**src/rtl/rip_uart_tx.sv**
```systemverilog
// UART transmitter popping characters from a first-word-fall-through FIFO, LSB first, 1 stop bit.
// Define RIP_UART_TX_PARITY_EN to insert an even-parity bit between the data and stop bits.
//
// state  | meaning
// IDLE   | line high, waiting for en and a non-empty FIFO
// START  | start bit (tx low)
// DATA   | data bits, LSB first, shifted out of shift_reg
// PARITY | even parity over the data bits (RIP_UART_TX_PARITY_EN only)
// STOP   | stop bit; last cycle may pop the next character directly
module rip_uart_tx #(
    parameter int CLKS_PER_BIT = 868,
    parameter int DATA_WIDTH   = 8
) (
    input  logic                  clk,
    input  logic                  rst_n,
    input  logic                  en,
    input  logic [DATA_WIDTH-1:0] fifo_r_data,
    input  logic                  fifo_r_empty,
    output logic                  fifo_r_en,
    output logic                  tx,
    output logic                  busy
);

    localparam int BAUD_W = (CLKS_PER_BIT > 1) ? $clog2(CLKS_PER_BIT) : 1;
    localparam int BIT_W  = (DATA_WIDTH > 1) ? $clog2(DATA_WIDTH) : 1;
    localparam logic [BAUD_W-1:0] BAUD_LAST = BAUD_W'(CLKS_PER_BIT - 1);
    localparam logic [BIT_W-1:0]  BIT_LAST  = BIT_W'(DATA_WIDTH - 1);

`ifdef RIP_UART_TX_PARITY_EN
    typedef enum logic [2:0] {S_IDLE, S_START, S_DATA, S_PARITY, S_STOP} state_t;
`else
    typedef enum logic [1:0] {S_IDLE, S_START, S_DATA, S_STOP} state_t;
`endif

    state_t                  state, state_next;
    logic [BAUD_W-1:0]       baud_cnt, baud_next;
    logic [BIT_W-1:0]        bit_cnt, bit_next;
    logic [DATA_WIDTH-1:0]   shift_reg, shift_next;
    logic                    tx_next;
    logic                    last_cycle;
    logic                    pop;
`ifdef RIP_UART_TX_PARITY_EN
    logic                    parity_q, parity_next;
`endif

    assign last_cycle = (baud_cnt == BAUD_LAST);
    assign pop = rst_n && en && !fifo_r_empty &&
                 ((state == S_IDLE) || ((state == S_STOP) && last_cycle));
    assign fifo_r_en = pop;

    always_comb begin
        state_next = state;
        baud_next  = baud_cnt + 1'b1;
        bit_next   = bit_cnt;
        shift_next = shift_reg;
`ifdef RIP_UART_TX_PARITY_EN
        parity_next = parity_q;
`endif
        case (state)
            S_IDLE: baud_next = '0;
            S_START: begin
                if (last_cycle) begin
                    state_next = S_DATA;
                    baud_next  = '0;
                    bit_next   = '0;
                end
            end
            S_DATA: begin
                if (last_cycle) begin
                    baud_next = '0;
                    if (bit_cnt == BIT_LAST) begin
`ifdef RIP_UART_TX_PARITY_EN
                        state_next = S_PARITY;
`else
                        state_next = S_STOP;
`endif
                    end else begin
                        bit_next   = bit_cnt + 1'b1;
                        shift_next = shift_reg >> 1;
                    end
                end
            end
`ifdef RIP_UART_TX_PARITY_EN
            S_PARITY: begin
                if (last_cycle) begin
                    state_next = S_STOP;
                    baud_next  = '0;
                end
            end
`endif
            S_STOP: begin
                if (last_cycle) begin
                    state_next = S_IDLE;
                    baud_next  = '0;
                end
            end
            default: begin
                state_next = S_IDLE;
                baud_next  = '0;
            end
        endcase

        // A pop overrides the normal progression: it only happens in IDLE or at the end of STOP.
        if (pop) begin
            state_next = S_START;
            shift_next = fifo_r_data;
            baud_next  = '0;
            bit_next   = '0;
`ifdef RIP_UART_TX_PARITY_EN
            parity_next = ^fifo_r_data;
`endif
        end

        case (state_next)
            S_START:  tx_next = 1'b0;
            S_DATA:   tx_next = shift_next[0];
`ifdef RIP_UART_TX_PARITY_EN
            S_PARITY: tx_next = parity_next;
`endif
            default:  tx_next = 1'b1;
        endcase
    end

    always_ff @(posedge clk) begin
        if (!rst_n) begin
            state     <= S_IDLE;
            baud_cnt  <= '0;
            bit_cnt   <= '0;
            shift_reg <= '0;
            tx        <= 1'b1;
            busy      <= 1'b0;
`ifdef RIP_UART_TX_PARITY_EN
            parity_q  <= 1'b0;
`endif
        end else begin
            state     <= state_next;
            baud_cnt  <= baud_next;
            bit_cnt   <= bit_next;
            shift_reg <= shift_next;
            tx        <= tx_next;
            busy      <= (state_next != S_IDLE);
`ifdef RIP_UART_TX_PARITY_EN
            parity_q  <= parity_next;
`endif
        end
    end

endmodule

```
**config.mk**
```make
export PLATFORM = sky130hd
export DESIGN_NAME = rip_uart_tx
export DESIGN_NICKNAME = d
export VERILOG_FILES = /design/src/rtl/rip_uart_tx.sv
export SDC_FILE = /design/constraint.sdc
export NUM_CORES = 1
export LEC_CHECK = 0
export CAP_MARGIN = 20
export CORE_UTILIZATION = 55
export CTS_BUF_LIST = sky130_fd_sc_hd__clkbuf_4
export CTS_CLUSTER_SIZE = 24
export DETAILED_ROUTE_END_ITERATION = 7
export PLACE_DENSITY = 0.79
export SLEW_MARGIN = 5
export SYNTH_ARGS = -nofsm -noshare
export SYNTH_HDL_FRONTEND = slang
export SYNTH_SLANG_ARGS = --single-unit
```
**constraint.sdc**
```tcl
create_clock -name clk -period 5.6 [get_ports clk]
set_clock_uncertainty 0.1 [all_clocks]
set_input_delay 1.12 -clock clk [delete_from_list [all_inputs] [get_ports clk]]
set_output_delay 1.12 -clock clk [all_outputs]
set_load 0.1 [all_outputs]
```
==> results.rst, run 1 <==
.. list-table::
   :header-rows: 1

   * - Metric
     - Value
   * - Run status
     - finished clean
   * - Later-pin clock latency in the skew report
     - around 0.31 ns
   * - Number of global-route vias before repair
     - approximately 900
   * - Antenna violation net count after detailed routing
     - 0
   * - H-tree depth reported by CTS
     - 1
   * - Max Cap Violations
     - 0
   * - Launching element type of the critical path
     - input port
   * - Slew @ Worst Pin
     - roughly 0.96 ns
   * - Synthesized instance count
     - 131
   * - Maximum number of buffers from clock root to sink
     - 2
   * - Total setup violations reported at the end of the flow
     - 0
   * - Ratio of total power to cell area
     - around 220 nW/um^2
   * - Post-layout nets
     - roughly 160
   * - Critical-path cell list
     - clkdlybuf4s50_1 -> nand2_1 -> or4_1 -> a21o_1 -> inv_1 -> buf_4
   * - Drt drc
     - 0
   * - Fin. Hold Viols
     - 0
   * - Main flop type after synthesis
     - sky130_fd_sc_hd__dfxtp_1
   * - Layout overhead on the synthesized area
     - 12.9%
   * - Number of inserted diodes
     - 0
   * - Hold_buf cts
     - 0
   * - Vertical die dimension
     - ~49 microns
   * - Count of buffers inserted at the top-level ports
     - 14
   * - Post-detail-place hpwl
     - about 1.7 mm
   * - Pin count of the biggest net entering global routing
     - 18
   * - Drt total wl
     - between 2 and 2.5 mm
   * - Max-slew headroom
     - 0.361
   * - Kind of capture point of the worst setup path
     - output port
   * - Netlist cell types
     - 37
   * - Global-route wire length before repair
     - 4.06 mm
   * - Total power of the final layout
     - 301 uW
   * - Highest clock rate
     - 0.224 GHz
   * - Length of the first detailed-routing pass in iterations
     - 4
   * - Num ports
     - 15
   * - Cells resized by post-CTS repair
     - 0
   * - Total CTS buffers
     - 3
   * - Detail-routed net length per standard cell
     - 13.5 microns
   * - Total via count after detailed routing
     - 961
   * - Setup Buffers After CTS
     - 0
   * - Total global routing overflow
     - 0
   * - TritonCTS clock tree
     - yes
   * - Netlist area before placement
     - 1220 sq um
   * - Average instance area after synthesis
     - about 9.3 sq um
   * - Top cells by area in the synthesized netlist
     - sky130_fd_sc_hd__dfxtp_1 (41%), sky130_fd_sc_hd__mux2i_1 (7.4%), sky130_fd_sc_hd__o211a_1 (5.7%)
   * - Initial antenna violation count
     - 0
   * - GP Congestion
     - ~0.73
   * - Crit-path max cell delay
     - about 0.78 ns
   * - Root buffer cell
     - sky130_fd_sc_hd__clkbuf_4
   * - Sum Neg Setup Slack
     - 0 ns
   * - Crit path time final
     - between 4 and 5 ns
   * - Number of fill cells in the layout
     - approximately 170
   * - Via-to-Cell Ratio
     - roughly 5.7
   * - Share of the clock period used by the worst path
     - 0.796
   * - Library cell occupying the most area in the post-synthesis netlist
     - sky130_fd_sc_hd__dfxtp_1
   * - Clock-pin slew on the worst setup and hold paths
     - ~0.13 ns
   * - Final max-slew violation count
     - 0
   * - Fraction of post-synthesis cell area in the top cell type by area
     - 0.410
   * - Number of clock sinks
     - 25
   * - Count of flip-flops with a built-in enable after synthesis
     - 0
   * - Global router's overall resource usage
     - 0.218
   * - Post-synth ARST share
     - 0
   * - Synth top cells by count
     - sky130_fd_sc_hd__dfxtp_1 (25), sky130_fd_sc_hd__nor2_1 (14), sky130_fd_sc_hd__nand2_1 (11)
   * - FF+latch count, synth
     - 25
   * - Core area
     - between 2000 and 2500 sq um
   * - Hold WC Path Type
     - reg2reg
   * - Worst ir drop on vdd
     - 0.141 mV
   * - Placement Rows
     - 16
   * - Arrival time worst endpoint
     - between 3 and 4 ns
   * - Number of warning messages in the yosys log
     - 0
   * - Largest fanout of any net on the critical path
     - 17
   * - Critical path required time
     - around 4.4 ns
   * - Post-synthesis net count
     - 146
   * - Sequential fraction of the synthesis area
     - 0.410
   * - Share of cells above drive strength 1
     - 0.0423
   * - Setup repair after global routing missed its margin
     - false
   * - Leakage component of the power
     - ~0.00067 uW
   * - Starting Density
     - 0.603
   * - Worst setup path category
     - in2out
   * - Leading cell type by number of instances after synthesis
     - sky130_fd_sc_hd__dfxtp_1
   * - DRC marker count from the first detailed-route iteration
     - 9
   * - Number of flip-flops in the largest register
     - 10
   * - Floorplan die width
     - around 49 microns
   * - Total die area
     - about 2400 sq um
   * - Crit path max-delay cell type
     - sky130_fd_sc_hd__clkdlybuf4s50_1
cells in the final DEF (no fill, tap or decap), types with 2 or more instances in the layout:
| cell | Yosys | routed |
|---|---|---|
| sky130_fd_sc_hd__nor2b_1 | 4 | 4 |
| sky130_fd_sc_hd__xor2_1 | 7 | 7 |
| sky130_fd_sc_hd__mux2i_1 | 9 | 9 |
| sky130_fd_sc_hd__and3_1 | 4 | 4 |
| sky130_fd_sc_hd__nor2_1 | 14 | 14 |
| sky130_fd_sc_hd__nand2_1 | 11 | 11 |
| sky130_fd_sc_hd__o211a_1 | 7 | 7 |
| sky130_fd_sc_hd__xnor2_1 | 2 | 2 |
| sky130_fd_sc_hd__or4_1 | 2 | 2 |
| sky130_fd_sc_hd__nand4b_1 | 2 | 2 |
| sky130_fd_sc_hd__ha_1 | 3 | 3 |
| sky130_fd_sc_hd__clkbuf_4 | 0 | 4 |
| sky130_fd_sc_hd__and2_1 | 3 | 3 |
| sky130_fd_sc_hd__inv_1 | 2 | 2 |
| sky130_fd_sc_hd__o21bai_1 | 2 | 2 |
| sky130_fd_sc_hd__dfxtp_1 | 25 | 25 |
| sky130_fd_sc_hd__nand3_1 | 8 | 8 |
| sky130_fd_sc_hd__nor4_1 | 2 | 2 |
| sky130_fd_sc_hd__clkdlybuf4s50_1 | 0 | 13 |
final timing paths:
kind / endpoint / startpoint / slack (ns) / cells after the start
worst min register to register: shift_reg[7] / shift_reg[7] / 0.38 / 2
worst max-delay path: fifo_r_en / rst_n / 1.14 / 6
worst max register to register: shift_reg[0] / bit_cnt[0] / 2.99 / 7
worst min-delay path: shift_reg[7] / shift_reg[7] / 0.38 / 2
routing by layer:
metal	vias to the layer above	share of wire	track usage
li1	485	-	-
met1	464	0.48	0.264
met2	10	0.49	0.386
met3	2	0.021	0.0374
met4	0	0.0066	0.0735
met5	-	0	0
cell type report:
class                      instances  area [sq um]  share of cell area
tap                               27          33.8              0.0245
clock buffer                       4          30.0              0.0218
sequential                        25           500               0.363
multi-input combinational         97           668               0.485
timing repair buffer              14           138              0.0999
inverter                           2          7.51             0.00545
critical path: cells and delay by family:
| family | cells | cell delay, ns |
|---|---|---|
| buffers and inverters | 3 | 1.22 |
| and+or+nand+nor | 2 | 0.55 |
| AOI/OAI and AO/OA | 1 | 0.34 |
through the flow:
step                 util  hold WS, ns  worst slack (ns)  area [sq um]  cells
CTS                 0.681        0.388              1.15          1380    169
global placement    0.666        0.358              1.24          1350    165
finish              0.681        0.381              1.14          1380    169
floorplan               -        0.346              1.86          1220    131
detailed placement  0.666        0.369              1.16          1350    165
global route        0.681        0.418             0.958          1380    169
kinds of logic (layout without fill, tap and decap cells):
family / after synthesis / count (layout) / synth area share
flip-flops: 25 / 25 / 0.410
adder cells (fa/ha/maj): 3 / 3 / 0.0308
multiplexers: 9 / 9 / 0.0738
buffers and inverters: 9 / 20 / 0.0421
AO/OA/AOI/OAI: 19 / 19 / 0.127
XOR/XNOR: 9 / 9 / 0.0646
AND/OR/NAND/NOR: 57 / 57 / 0.251
where the power goes:
part           internal [uW]  switching (uW)
Sequential               182            3.01
Combinational           14.9            17.8
Clock                   32.6            50.6
Total                    230            71.4
Note: power is estimated with default switching activity, not from simulation.
==> run 2, diff against run 1 <==
--- a/config.mk
+++ b/config.mk
@@ -6,11 +6,11 @@
 export NUM_CORES = 1
 export LEC_CHECK = 0
 export CAP_MARGIN = 20
-export CORE_UTILIZATION = 55
+export CORE_UTILIZATION = 51
 export CTS_BUF_LIST = sky130_fd_sc_hd__clkbuf_4
 export CTS_CLUSTER_SIZE = 24
 export DETAILED_ROUTE_END_ITERATION = 7
-export PLACE_DENSITY = 0.79
+export PLACE_DENSITY = 0.77
 export SLEW_MARGIN = 5
 export SYNTH_ARGS = -nofsm -noshare
 export SYNTH_HDL_FRONTEND = slang
==> constraint.sdc (replaced) <==
create_clock -name clk -period 3.95 [get_ports clk]
set_clock_uncertainty 0.1 [all_clocks]
set_input_delay 0.79 -clock clk [delete_from_list [all_inputs] [get_ports clk]]
set_output_delay 0.79 -clock clk [all_outputs]
set_load 0.1 [all_outputs]
==> run 2 against run 1 <==
  * Count of clock-buffer cells in the layout is the same
  * Utilization shrank 5.5 points
  * Design area grew 1.5%
  * Combinational power grew 50%
  * Sequential power grew 42%
  * Hold slack gained 0.031 ns
  * Power grew 42%
  * Clock power grew 41%
==> results.rst, run 2 (synthesis gave the netlist of run 1 again) <==
.. list-table::
   :header-rows: 1

   * - Metric
     - Value
   * - Run status
     - finished clean
   * - Share of total power consumed by net switching
     - 0.236
   * - Max Cap Violations
     - 0
   * - Clock-pin slew on the worst setup and hold paths
     - between 0.1 and 0.15 ns
   * - Total setup violations reported at the end of the flow
     - 0
   * - Buf/Inv on CP
     - 3
   * - Critical path required time
     - roughly 3.1 ns
   * - Sequential Area
     - 500 sq um
   * - Initial antenna violation count
     - 0
   * - Slew @ Worst Pin
     - approximately 0.97 ns
   * - Setup repair after global routing missed its margin
     - false
   * - Worst ir drop on vdd
     - 0.221 mV
   * - Switching Power
     - slightly above 100 uW
   * - Fin. Hold Viols
     - 0
   * - Clock share of power
     - 0.274
   * - Most common library cell in the layout ignoring fill and taps
     - sky130_fd_sc_hd__dfxtp_1
   * - GP Congestion
     - 0.785
   * - Drt total wl
     - 2.17 mm
   * - TritonCTS clock tree
     - yes
   * - Kind of capture point of the worst setup path
     - output port
   * - Launching element type of the critical path
     - input port
   * - Sum Neg Setup Slack
     - 0 ns
   * - Root buffer cell
     - sky130_fd_sc_hd__clkbuf_4
   * - Post-layout nets
     - roughly 160
   * - Layout overhead on the synthesized area
     - 14.7%
   * - Arrival time worst endpoint
     - between 2 and 3 ns
   * - Hold_buf cts
     - 0
   * - Setup Buffers After CTS
     - 0
   * - Num ports
     - 15
   * - Global-route wire length before repair
     - ~3.7 mm
   * - Critical-path cell list
     - clkdlybuf4s50_1 -> nand2_1 -> or4_1 -> a21o_1 -> inv_1 -> buf_12
   * - Number of flip-flops in the largest register
     - 10
   * - Total power of the final layout
     - around 430 uW
   * - Sequential power share
     - 0.612
   * - Global router's overall resource usage
     - 0.189
   * - Largest fanout of any net on the critical path
     - 17
   * - Cells resized by post-CTS repair
     - 0
   * - Pin count of the biggest net entering global routing
     - 18
   * - Leakage component of the power
     - roughly 0.00068 uW
   * - Number of instances in the placed design
     - ~170
   * - Number of global-route vias before repair
     - between 800 and 900
   * - Cell family with most CP delay
     - buffers and inverters
   * - Antenna violation net count after detailed routing
     - 0
   * - Detail-routed net length per standard cell
     - 12.7 microns
   * - Highest clock rate
     - ~0.30 GHz
   * - Number of fill cells in the layout
     - approximately 210
   * - Total die area
     - 2590 sq um
   * - Combinational share of power
     - 0.114
   * - Later-pin clock latency in the skew report
     - 0.31 ns
   * - Share of the clock period used by the worst path
     - 0.857
   * - Vertical die dimension
     - 50.9 microns
   * - DRC marker count from the first detailed-route iteration
     - 11
   * - Total CTS buffers
     - 3
   * - Number of inserted diodes
     - 0
   * - Placement Rows
     - 17
   * - Post-detail-place hpwl
     - between 1.5 and 2 mm
   * - Total global routing overflow
     - 0
   * - Max-slew headroom
     - 0.352
   * - Count of buffers inserted at the top-level ports
     - 14
   * - Hold WC Path Type
     - reg2reg
   * - Ratio of total power to cell area
     - roughly 300 nW/um^2
   * - Final max-slew violation count
     - 0
   * - Share of cells above drive strength 1
     - 0.0490
   * - Crit-path max cell delay
     - 0.51 ns
   * - Via-to-Cell Ratio
     - approximately 5.5
   * - Top library cells by usage in the layout, fill and taps aside
     - sky130_fd_sc_hd__dfxtp_1 (25), sky130_fd_sc_hd__nor2_1 (14), sky130_fd_sc_hd__clkdlybuf4s50_1 (13), sky130_fd_sc_hd__nand2_1 (11), sky130_fd_sc_hd__mux2i_1 (9)
   * - Crit path max-delay cell type
     - sky130_fd_sc_hd__clkdlybuf4s50_1
   * - Floorplan die width
     - around 51 microns
   * - Drt drc
     - 0
   * - Multi-input gate area in the final layout
     - roughly 670 sq um
   * - Length of the first detailed-routing pass in iterations
     - 4
   * - Starting Density
     - 0.546
   * - H-tree depth reported by CTS
     - 1
   * - Number of clock sinks
     - 25
   * - Maximum number of buffers from clock root to sink
     - 2
   * - Final instance count without filler cells
     - 171
   * - Worst setup path category
     - in2out
   * - Crit path time final
     - roughly 3.4 ns
   * - Core area
     - ~2200 sq um
   * - Internal Power
     - approximately 330 uW
   * - Total via count after detailed routing
     - 942
==> run 2: final timing paths <==
kind	startpoint	end	slack, ns	depth (start not counted)
hold reg to reg	baud_cnt[0]	baud_cnt[0]	0.41	1
hold / removal	baud_cnt[0]	baud_cnt[0]	0.41	1
setup / recovery	rst_n	fifo_r_en	0.56	6
setup reg to reg	bit_cnt[0]	shift_reg[0]	1.30	7
==> run 2: power groups by stage <==
stage | logic, uW | registers [uW] | clock network [uW]
floorplan | 23.8 | 274 | 0
global placement | 47.5 | 268 | 0
detailed placement | 48.7 | 268 | 0
CTS | 49.1 | 263 | 121
global route | 52.8 | 264 | 135
finish | 48.9 | 263 | 117
==> run 2: metrics by stage <==
| step | worst slack (ns) | utilization | instance area (sq um) | hold WS, ns |
|---|---|---|---|---|
| after floorplan | 0.809 | - | 1220 | 0.346 |
| after global placement | 0.618 | 0.613 | 1370 | 0.365 |
| after global routing | 0.413 | 0.626 | 1400 | 0.469 |
| final | 0.565 | 0.626 | 1400 | 0.412 |
| after detailed placement | 0.598 | 0.613 | 1370 | 0.376 |
| after CTS | 0.590 | 0.626 | 1400 | 0.417 |
==> run 2: layer usage <==
metal	vias to the layer above	wire length, microns	global-route usage
met1	441	1030	0.238
met2	10	1080	0.331
met3	2	46	0.0268
met4	0	14	0.0556
li1	489	-	-
met5	-	0	0
==> run 2: layout make-up <==
| type | count | share of cell area |
|---|---|---|
| Clock buffer | 4 | 0.0215 |
| Sequential cell | 25 | 0.358 |
| Multi-Input combinational cell | 97 | 0.478 |
| Tap cell | 28 | 0.0250 |
| Inverter | 2 | 0.00537 |
| Timing Repair Buffer | 15 | 0.113 |
==> run 3, diff against run 2 <==
--- a/config.mk
+++ b/config.mk
@@ -7,9 +7,10 @@
 export LEC_CHECK = 0
 export CAP_MARGIN = 20
 export CORE_UTILIZATION = 51
-export CTS_BUF_LIST = sky130_fd_sc_hd__clkbuf_4
+export CTS_BUF_LIST = sky130_fd_sc_hd__clkbuf_8
 export CTS_CLUSTER_SIZE = 24
 export DETAILED_ROUTE_END_ITERATION = 7
+export GPL_ROUTABILITY_DRIVEN = 0
 export PLACE_DENSITY = 0.77
 export SLEW_MARGIN = 5
 export SYNTH_ARGS = -nofsm -noshare
==> run 3 against run 2 <==
  * Via count is 0.21% lower
  * Cell count stayed put
  * Sequential power hardly changed
  * Wire length is 1.8% higher
  * Register-to-register slack hardly changed
  * Combinational power hardly changed
  * Critical path depth stayed put
  * Count of clock-buffer cells in the layout is 1 lower
  * Die area stayed put
==> results.rst, run 3 (synthesis gave the netlist of run 1 again) <==
.. list-table::
   :header-rows: 1

   * - Metric
     - Value
   * - Run status
     - finished clean
   * - Worst ir drop on vdd
     - approximately 0.21 mV
   * - Depth of the worst hold-timing path
     - 1
   * - Launching element type of the critical path
     - input port
   * - Share of total power consumed by net switching
     - 0.235
   * - Setup Buffers After CTS
     - 0
   * - Root buffer cell
     - sky130_fd_sc_hd__clkbuf_8
   * - Post-layout nets
     - ~160
   * - Global-route wire length before repair
     - about 3.8 mm
   * - DRC marker count from the first detailed-route iteration
     - 8
   * - Global-route track usage on met2
     - 0.320
   * - Arrival time worst endpoint
     - 2.50 ns
   * - Layer with the highest usage
     - met2
   * - Antenna violation net count after detailed routing
     - 0
   * - Top library cells by usage in the layout, fill and taps aside
     - sky130_fd_sc_hd__dfxtp_1 (25), sky130_fd_sc_hd__nor2_1 (14), sky130_fd_sc_hd__clkdlybuf4s50_1 (13), sky130_fd_sc_hd__nand2_1 (11), sky130_fd_sc_hd__mux2i_1 (9)
   * - Largest fanout of any net on the critical path
     - 17
   * - Post-detail-place hpwl
     - roughly 1.6 mm
   * - Crit path time final
     - 3.39 ns
   * - Leakage component of the power
     - 0.000688 uW
   * - Highest clock rate
     - approximately 0.29 GHz
   * - Length of the first detailed-routing pass in iterations
     - 2
   * - Total CTS buffers
     - 3
   * - TritonCTS clock tree
     - yes
   * - Vertical die dimension
     - 50.9 microns
   * - Final max-slew violation count
     - 0
   * - Reg2Reg Depth
     - 7
   * - Max-slew headroom
     - 0.352
   * - Initial antenna violation count
     - 0
   * - Drt total wl
     - ~2.2 mm
   * - Detail-routed net length per standard cell
     - ~13 microns
   * - Core area
     - approximately 2200 sq um
   * - Most common library cell in the layout ignoring fill and taps
     - sky130_fd_sc_hd__dfxtp_1
   * - Cells resized by post-CTS repair
     - 0
   * - Hold wc startpoint
     - baud_cnt[0]
   * - Max Cap Violations
     - 0
   * - Slew @ Worst Pin
     - ~0.97 ns
   * - Starting Density
     - 0.546
   * - Global router's overall resource usage
     - 0.193
   * - Number of clock sinks
     - 25
   * - Pin count of the biggest net entering global routing
     - 18
   * - Layout overhead on the synthesized area
     - 15.9%
   * - FF-to-FF Start
     - bit_cnt[0]
   * - Drt drc
     - 0
   * - Met1 capacity usage during global routing
     - 0.238
   * - Clock-pin slew on the worst setup and hold paths
     - 0.08 ns
   * - Sequential power share
     - 0.572
   * - Placement Rows
     - 17
   * - Fin. Hold Viols
     - 0
   * - Switching Power
     - between 100 and 150 uW
   * - Clock share of power
     - 0.321
   * - Met3 routing resource usage after global routing
     - 0.0357
   * - H-tree depth reported by CTS
     - 1
   * - Hold WC Path Type
     - reg2reg
   * - Num ports
     - 15
   * - Post-route design area
     - approximately 1400 sq um
   * - Kind of capture point of the worst setup path
     - output port
   * - Maximum number of buffers from clock root to sink
     - 2
   * - Number of inserted diodes
     - 0
   * - Sum Neg Setup Slack
     - 0 ns
   * - Crit Reg-Reg Endpoint
     - shift_reg[0]
   * - Setup repair after global routing missed its margin
     - false
   * - Floorplan die width
     - approximately 51 microns
   * - End point of the worst hold path
     - baud_cnt[0]
   * - Hold_buf cts
     - 0
   * - Count of buffers inserted at the top-level ports
     - 14
   * - Via-to-Cell Ratio
     - about 5.5
   * - Internal Power
     - between 300 and 400 uW
   * - Combinational share of power
     - 0.107
   * - Share of the clock period used by the worst path
     - 0.859
   * - Critical path required time
     - a little over 3 ns
   * - Number of global-route vias before repair
     - a little under 900
   * - Ratio of total power to cell area
     - 324 nW/um^2
   * - Share of cells above drive strength 1
     - 0.0420
   * - Reg-to-reg setup timing slack
     - 1.29 ns
   * - Total setup violations reported at the end of the flow
     - 0
   * - Later-pin clock latency in the skew report
     - roughly 0.26 ns
   * - Placed inst area
     - roughly 1400 sq um
   * - Total via count after detailed routing
     - 940
   * - Number of flip-flops in the largest register
     - 10
   * - Worst setup path category
     - in2out
   * - Total die area
     - 2590 sq um
   * - Total global routing overflow
     - 0
==> run 3: cell count changes in the layout (fill, tap and decap cells not counted) <==
cell,before,now
sky130_fd_sc_hd__clkbuf_8,0,3
sky130_fd_sc_hd__inv_1,2,3
sky130_fd_sc_hd__clkbuf_4,4,0
==> run 3: layer usage <==
metal | share of wire | up-vias
met5 | 0 | -
met4 | 0.020 | 0
met3 | 0.024 | 4
met1 | 0.49 | 440
met2 | 0.47 | 11
li1 | - | 485
==> run 3: layout make-up <==
cell class / count / area [sq um]
Fill cell: 205 / 820
Multi-Input combinational cell: 97 / 668
Sequential cell: 25 / 500
Timing Repair Buffer: 15 / 158
Clock buffer: 3 / 41.3
Tap cell: 28 / 35.0
Inverter: 2 / 7.51
Clock inverter: 1 / 3.75
==> run 3: worst max path at each step <==
stage                           start        end  slack, ns  cells past startpoint
after floorplan           baud_cnt[3]  fifo_r_en       0.81                      6
after global placement          rst_n  fifo_r_en       0.62                      6
after detailed placement        rst_n  fifo_r_en       0.60                      6
after CTS                       rst_n  fifo_r_en       0.58                      6
after global routing      baud_cnt[0]  fifo_r_en       0.48                      6
final                           rst_n  fifo_r_en       0.56                      6
==> run 3: power groups by stage <==
stage | clock network [uW] | registers (uW) | logic, uW
final | 147 | 262 | 49.0
after floorplan | 0 | 274 | 23.8
after detailed placement | 0 | 268 | 48.7
after global routing | 164 | 263 | 52.8
after global placement | 0 | 268 | 47.5
after CTS | 150 | 262 | 49.2
==> run 3: through the flow <==
| step | util | hold slack [ns] | total power [uW] | std cells | setup WS (ns) |
|---|---|---|---|---|---|
| after floorplan | - | 0.346 | 298 | 131 | 0.809 |
| after global placement | 0.613 | 0.365 | 315 | 167 | 0.618 |
| after detailed placement | 0.613 | 0.376 | 317 | 167 | 0.598 |
| after CTS | 0.633 | 0.406 | 461 | 171 | 0.580 |
| after global routing | 0.633 | 0.452 | 480 | 171 | 0.484 |
| final | 0.633 | 0.400 | 458 | 171 | 0.559 |
==> run 3: critical path, cell delays in order <==
cell and delay, ns:
sky130_fd_sc_hd__clkdlybuf4s50_1 0.51, sky130_fd_sc_hd__nand2_1 0.09, sky130_fd_sc_hd__or4_1 0.40, sky130_fd_sc_hd__a21o_1 0.34, sky130_fd_sc_hd__inv_1 0.19, sky130_fd_sc_hd__buf_12 0.19
